## src/rtl/async_fifo.sv

```systemverilog
// async_fifo: single-clock first-word-fall-through FIFO with full/empty flags,
// occupancy count and optional sticky overflow/underflow error flags.
// Define ASYNC_FIFO_ERR_EN to implement the sticky error registers; without it
// the overflow/underflow ports are tied to 0.
// DEPTH must be a power of two and at least 2.
module async_fifo #(
  parameter int DATA_WIDTH = 32,
  parameter int DEPTH      = 8,
  localparam int AW        = $clog2(DEPTH)
) (
  input  logic                  clk,
  input  logic                  reset_n,
  input  logic                  wr_en,
  input  logic [DATA_WIDTH-1:0] wr_data,
  output logic                  full,
  input  logic                  rd_en,
  output logic [DATA_WIDTH-1:0] rd_data,
  output logic                  empty,
  output logic [AW:0]           count,
  output logic                  overflow,
  output logic                  underflow
);

  // Storage is deliberately left out of reset; pointers alone define validity.
  logic [DATA_WIDTH-1:0] r_mem [DEPTH];
  logic [AW:0]           r_wr_ptr;
  logic [AW:0]           r_rd_ptr;

  logic w_full;
  logic w_empty;
  logic w_push;
  logic w_pop;

  // Flags derive only from registered pointers, never from wr_en/rd_en.
  assign w_empty = (r_wr_ptr == r_rd_ptr);
  assign w_full  = (r_wr_ptr[AW-1:0] == r_rd_ptr[AW-1:0]) &&
                   (r_wr_ptr[AW] != r_rd_ptr[AW]);
  assign w_push  = wr_en && !w_full;
  assign w_pop   = rd_en && !w_empty;

  assign full    = w_full;
  assign empty   = w_empty;
  assign count   = r_wr_ptr - r_rd_ptr;
  assign rd_data = w_empty ? '0 : r_mem[r_rd_ptr[AW-1:0]];

  // Write accepted entries into the array at the current write index.
  always_ff @(posedge clk) begin
    if (w_push) begin
      r_mem[r_wr_ptr[AW-1:0]] <= wr_data;
    end
  end

  // Advance the write pointer on every accepted push; wrap bit rolls over naturally.
  always_ff @(posedge clk or negedge reset_n) begin
    if (!reset_n) begin
      r_wr_ptr <= '0;
    end else if (w_push) begin
      r_wr_ptr <= r_wr_ptr + 1'b1;
    end
  end

  // Advance the read pointer on every accepted pop.
  always_ff @(posedge clk or negedge reset_n) begin
    if (!reset_n) begin
      r_rd_ptr <= '0;
    end else if (w_pop) begin
      r_rd_ptr <= r_rd_ptr + 1'b1;
    end
  end

`ifdef ASYNC_FIFO_ERR_EN
  logic r_overflow;
  logic r_underflow;

  // Sticky error flags, cleared only by reset.
  always_ff @(posedge clk or negedge reset_n) begin
    if (!reset_n) begin
      r_overflow  <= 1'b0;
      r_underflow <= 1'b0;
    end else begin
      if (wr_en && w_full) begin
        r_overflow <= 1'b1;
      end
      if (rd_en && w_empty) begin
        r_underflow <= 1'b1;
      end
    end
  end

  assign overflow  = r_overflow;
  assign underflow = r_underflow;
`else
  assign overflow  = 1'b0;
  assign underflow = 1'b0;
`endif

endmodule

```

## config.mk

```make
export PLATFORM = sky130hd
export DESIGN_NAME = async_fifo
export DESIGN_NICKNAME = d
export VERILOG_FILES = /design/src/rtl/async_fifo.sv
export SDC_FILE = /design/constraint.sdc
export NUM_CORES = 1
export LEC_CHECK = 0
export BUFFER_PORTS_ARGS = -buffer_cell sky130_fd_sc_hd__buf_2
export CAP_MARGIN = 20
export CORE_MARGIN = 2
export CORE_UTILIZATION = 54
export DETAILED_ROUTE_END_ITERATION = 10
export PLACE_DENSITY = 0.77
export SETUP_SLACK_MARGIN = 0.05
export SLEW_MARGIN = 10
export SYNTH_ARGS = -nofsm -noshare
export SYNTH_HDL_FRONTEND = slang
export SYNTH_SLANG_ARGS = --single-unit
export TNS_END_PERCENT = 100
```

## constraint.sdc

```tcl
create_clock -name clk -period 4.29 [get_ports clk]
set_input_delay 0.2145 -clock clk [delete_from_list [all_inputs] [get_ports clk]]
set_output_delay 0.2145 -clock clk [all_outputs]
set_load 0.005 [all_outputs]
```

==> summary.txt <==
CP arrival: 2.66 ns
root buffer cell: clkbuf_16
Die Wd: 144 um
insertion delay to the later sink of the worst-skew pair: 0.52 ns
Multi-input gate area: 2530 um2
CTS tree: done
drt pass-1 iters: 5
Bufs on Longest Clock Path: 3
final wirelength: 19500 um
wire length per cell: 20.1 um
minimum clock period: 2.88 ns
Setup violations, final: 0
CTS Sinks: 264
fillers: 1358
Detail Route Antenna Nets: 0
Async SR Flop Fraction: 0.0303
Critical path origin: r_rd_ptr[0]
r2r endpoint: r_mem[6][17]
Worst R2R Setup Slack: 1.61 ns
initial antenna violation count: 0
P&R area growth vs syn: 16.5%
CP required: 4.08 ns
die area: 20800 um2
Post-synth EDFFs: 256
Worst setup SP type: flop
Placed Area: 11300 um2
Synth top area share: 0.724
Post-Syn Instances: 575
# DRC: 0
synth top area cells: edfxtp_1 (72%), mux2i_1 (12%), a221oi_2 (4.2%)
critical path's slowest cell: buf_12
largest net degree at the start of global routing: 132
area leader, netlist: edfxtp_1
IR drop worst, VDD: 0.000440 V
routability congestion estimate: 0.782
GRT Overall Usage: 0.189
CTS clock-pin slew for the worst setup and hold paths: 0.06 ns
Core ar.: 19400 um2
Site Rows: 51
Initial Util: 0.548
Setup crit end: rd_data[0]
share of layout cells above drive strength 1: 0.232
LEAKAGE: 4.60 nW
crit path cell chain: buf_12, mux2i_1, a22oi_1, nand2_1, a221oi_1, buf_2
hold_sp: rd_en
Final Max Slew Viols: 0
post-CTS sizing: 0
Die H: 144 um
grt ovf: 0
delay-heaviest family, CP: buffers and inverters
vias per inst: 5.61
initial drt markers: 330
Max-Slew Margin vs Limit: 0.314
Post-Place Worst Slack: 1.57 ns
worst r2r src: r_wr_ptr[0]
PwrDens: 702 nW/um2
path length in cells of the critical path: 6
commonest non-fill, non-tap cell in the layout: edfxtp_1
Layout Skew: 0.00842 ns
synth unique cells: 33
Finished Cell Area: 12400 um2
CP max stage delay: 0.58 ns
Yosys Warn Count: 0
Tcrit/Tclk final: 0.671
via count: 5450
Top Ports: 76
slew of the pin with the lowest slew margin: 1.03 ns
Yosys reg bits: 264
Post-DP HPWL: 11300 um
register area share after synthesis: 0.742
Worst R2R Path Depth: 5
vias in the first global route: 5572
crit path max fanout: 131
RSZ-0062 raised after global routing: false
Buf/Inv on CP: 2
port bufs: 73
endpoints failing hold: 0
CTS buffer count: 26
setup TNS: 0 ns
n_diodes: 0
Crit Path Class: flop to primary output
HP Class: input port to flop
Setup crit end kind: primary output
Fmax: 347 MHz
syn avg cell area: 18.5 um2
register area: 7890 um2
H-tree Lvls: 1
commonest non-fill, non-tap cells in the layout: edfxtp_1 (256), mux2i_1 (128), buf_2 (73), nand2_1 (36), dlygate4sd3_1 (33)
Main synth FF type: edfxtp_1
outcome: complete, no violations
post-synth design cell area: 10600 um2
first-pass GRT wire length: 30200 um
Final Worst Setup Slack: 1.41 ns
Final nets: 734
# Max-Cap Violations: 0
-- cell families after synthesis --
family / Yosys count / synth area share
fa+ha+maj: 6 / 0.00777
mux: 130 / 0.123
xor+xnor: 9 / 0.00813
flops: 264 / 0.742
other cells: 1 / 0.000353
compound gates: 68 / 0.0698
buf+inv: 43 / 0.0263
simple gates: 54 / 0.0226
-- synth_stat cells (2+ instances only) --
cell	instances
buf_4	12
xnor2_1	6
a22oi_1	32
nor2_1	6
ha_1	5
clkbuf_1	6
nand2_1	36
nand3_1	2
a221oi_2	30
mux2_1	2
dfrtp_1	8
edfxtp_1	256
a221oi_1	2
buf_2	9
nor3_1	4
xor2_1	2
inv_1	9
mux2i_1	128
buf_6	6
-- worst min path at each step --
stage / endpoint / slack [ns] / depth (start not counted)
2_1_floorplan: r_rd_ptr[0] / -0.08 / 0
3_3_place_gp: r_rd_ptr[1] / 0.07 / 1
3_5_place_dp: r_rd_ptr[1] / 0.07 / 1
4_1_cts: r_rd_ptr[0] / 0.005 / 3
5_1_grt: r_rd_ptr[2] / 0.04 / 3
6_report: r_rd_ptr[0] / 0.02 / 3
-- state kept, by name, summed over array words and instances (netlist names) --
| register | flops |
|---|---|
| r_mem | 256 |
| r_rd_ptr | 4 |
| r_wr_ptr | 4 |
-- metal layers --
metal  vias to the layer above  part of all wire  track usage  routed length (um)
met4                         0             0.018       0.0480                 348
met1                      2759              0.43        0.250                8320
met2                       137              0.51        0.332                9980
met3                        30             0.042       0.0275                 824
li1                       2524                 -            -                   -
met5                         -                 0            0                   0
-- power breakdown --
group	total (W)	leakage [nW]	internal, W	switching (W)
Sequential	0.00344	2.42	0.00328	0.000161
Clock	0.00199	0.358	0.00114	0.000851
Combinational	0.00326	1.82	0.00137	0.00189
-- tightest hold or removal path: cells and delay by family --
family / cells / cell delay (ns)
buf+inv: 1 / 0.12
simple gates: 1 / 0.10
xor+xnor: 1 / 0.07
-- stage by stage --
step / instances / hold slack (ns) / power [W] / util
after global routing: 971 / 0.0397 / 0.00919 / 0.638
after global placement: 895 / 0.0662 / 0.00664 / 0.582
after detailed placement: 895 / 0.0706 / 0.00675 / 0.582
after CTS: 970 / 0.00513 / 0.00877 / 0.636
after floorplan: 576 / -0.0811 / 0.00573 / -
final: 971 / 0.0228 / 0.00869 / 0.638
-- repair_timing --
action | in CTS | in global routing
endpoints found under the hold margin | 264 | 0
buffers inserted | 0 | 0
hold buffers | 33 | 0
endpoints found under the setup margin | 0 | 0
-- area by class of cell --
| class | count | area share |
|---|---|---|
| tap | 265 | 0.0268 |
| multi-input combinational | 269 | 0.205 |
| clock inverter | 7 | 0.00233 |
| sequential | 264 | 0.638 |
| timing repair buffer | 122 | 0.0686 |
| inverter | 9 | 0.00273 |
| clock buffer | 35 | 0.0570 |
Power figures use the tool's default switching activity.
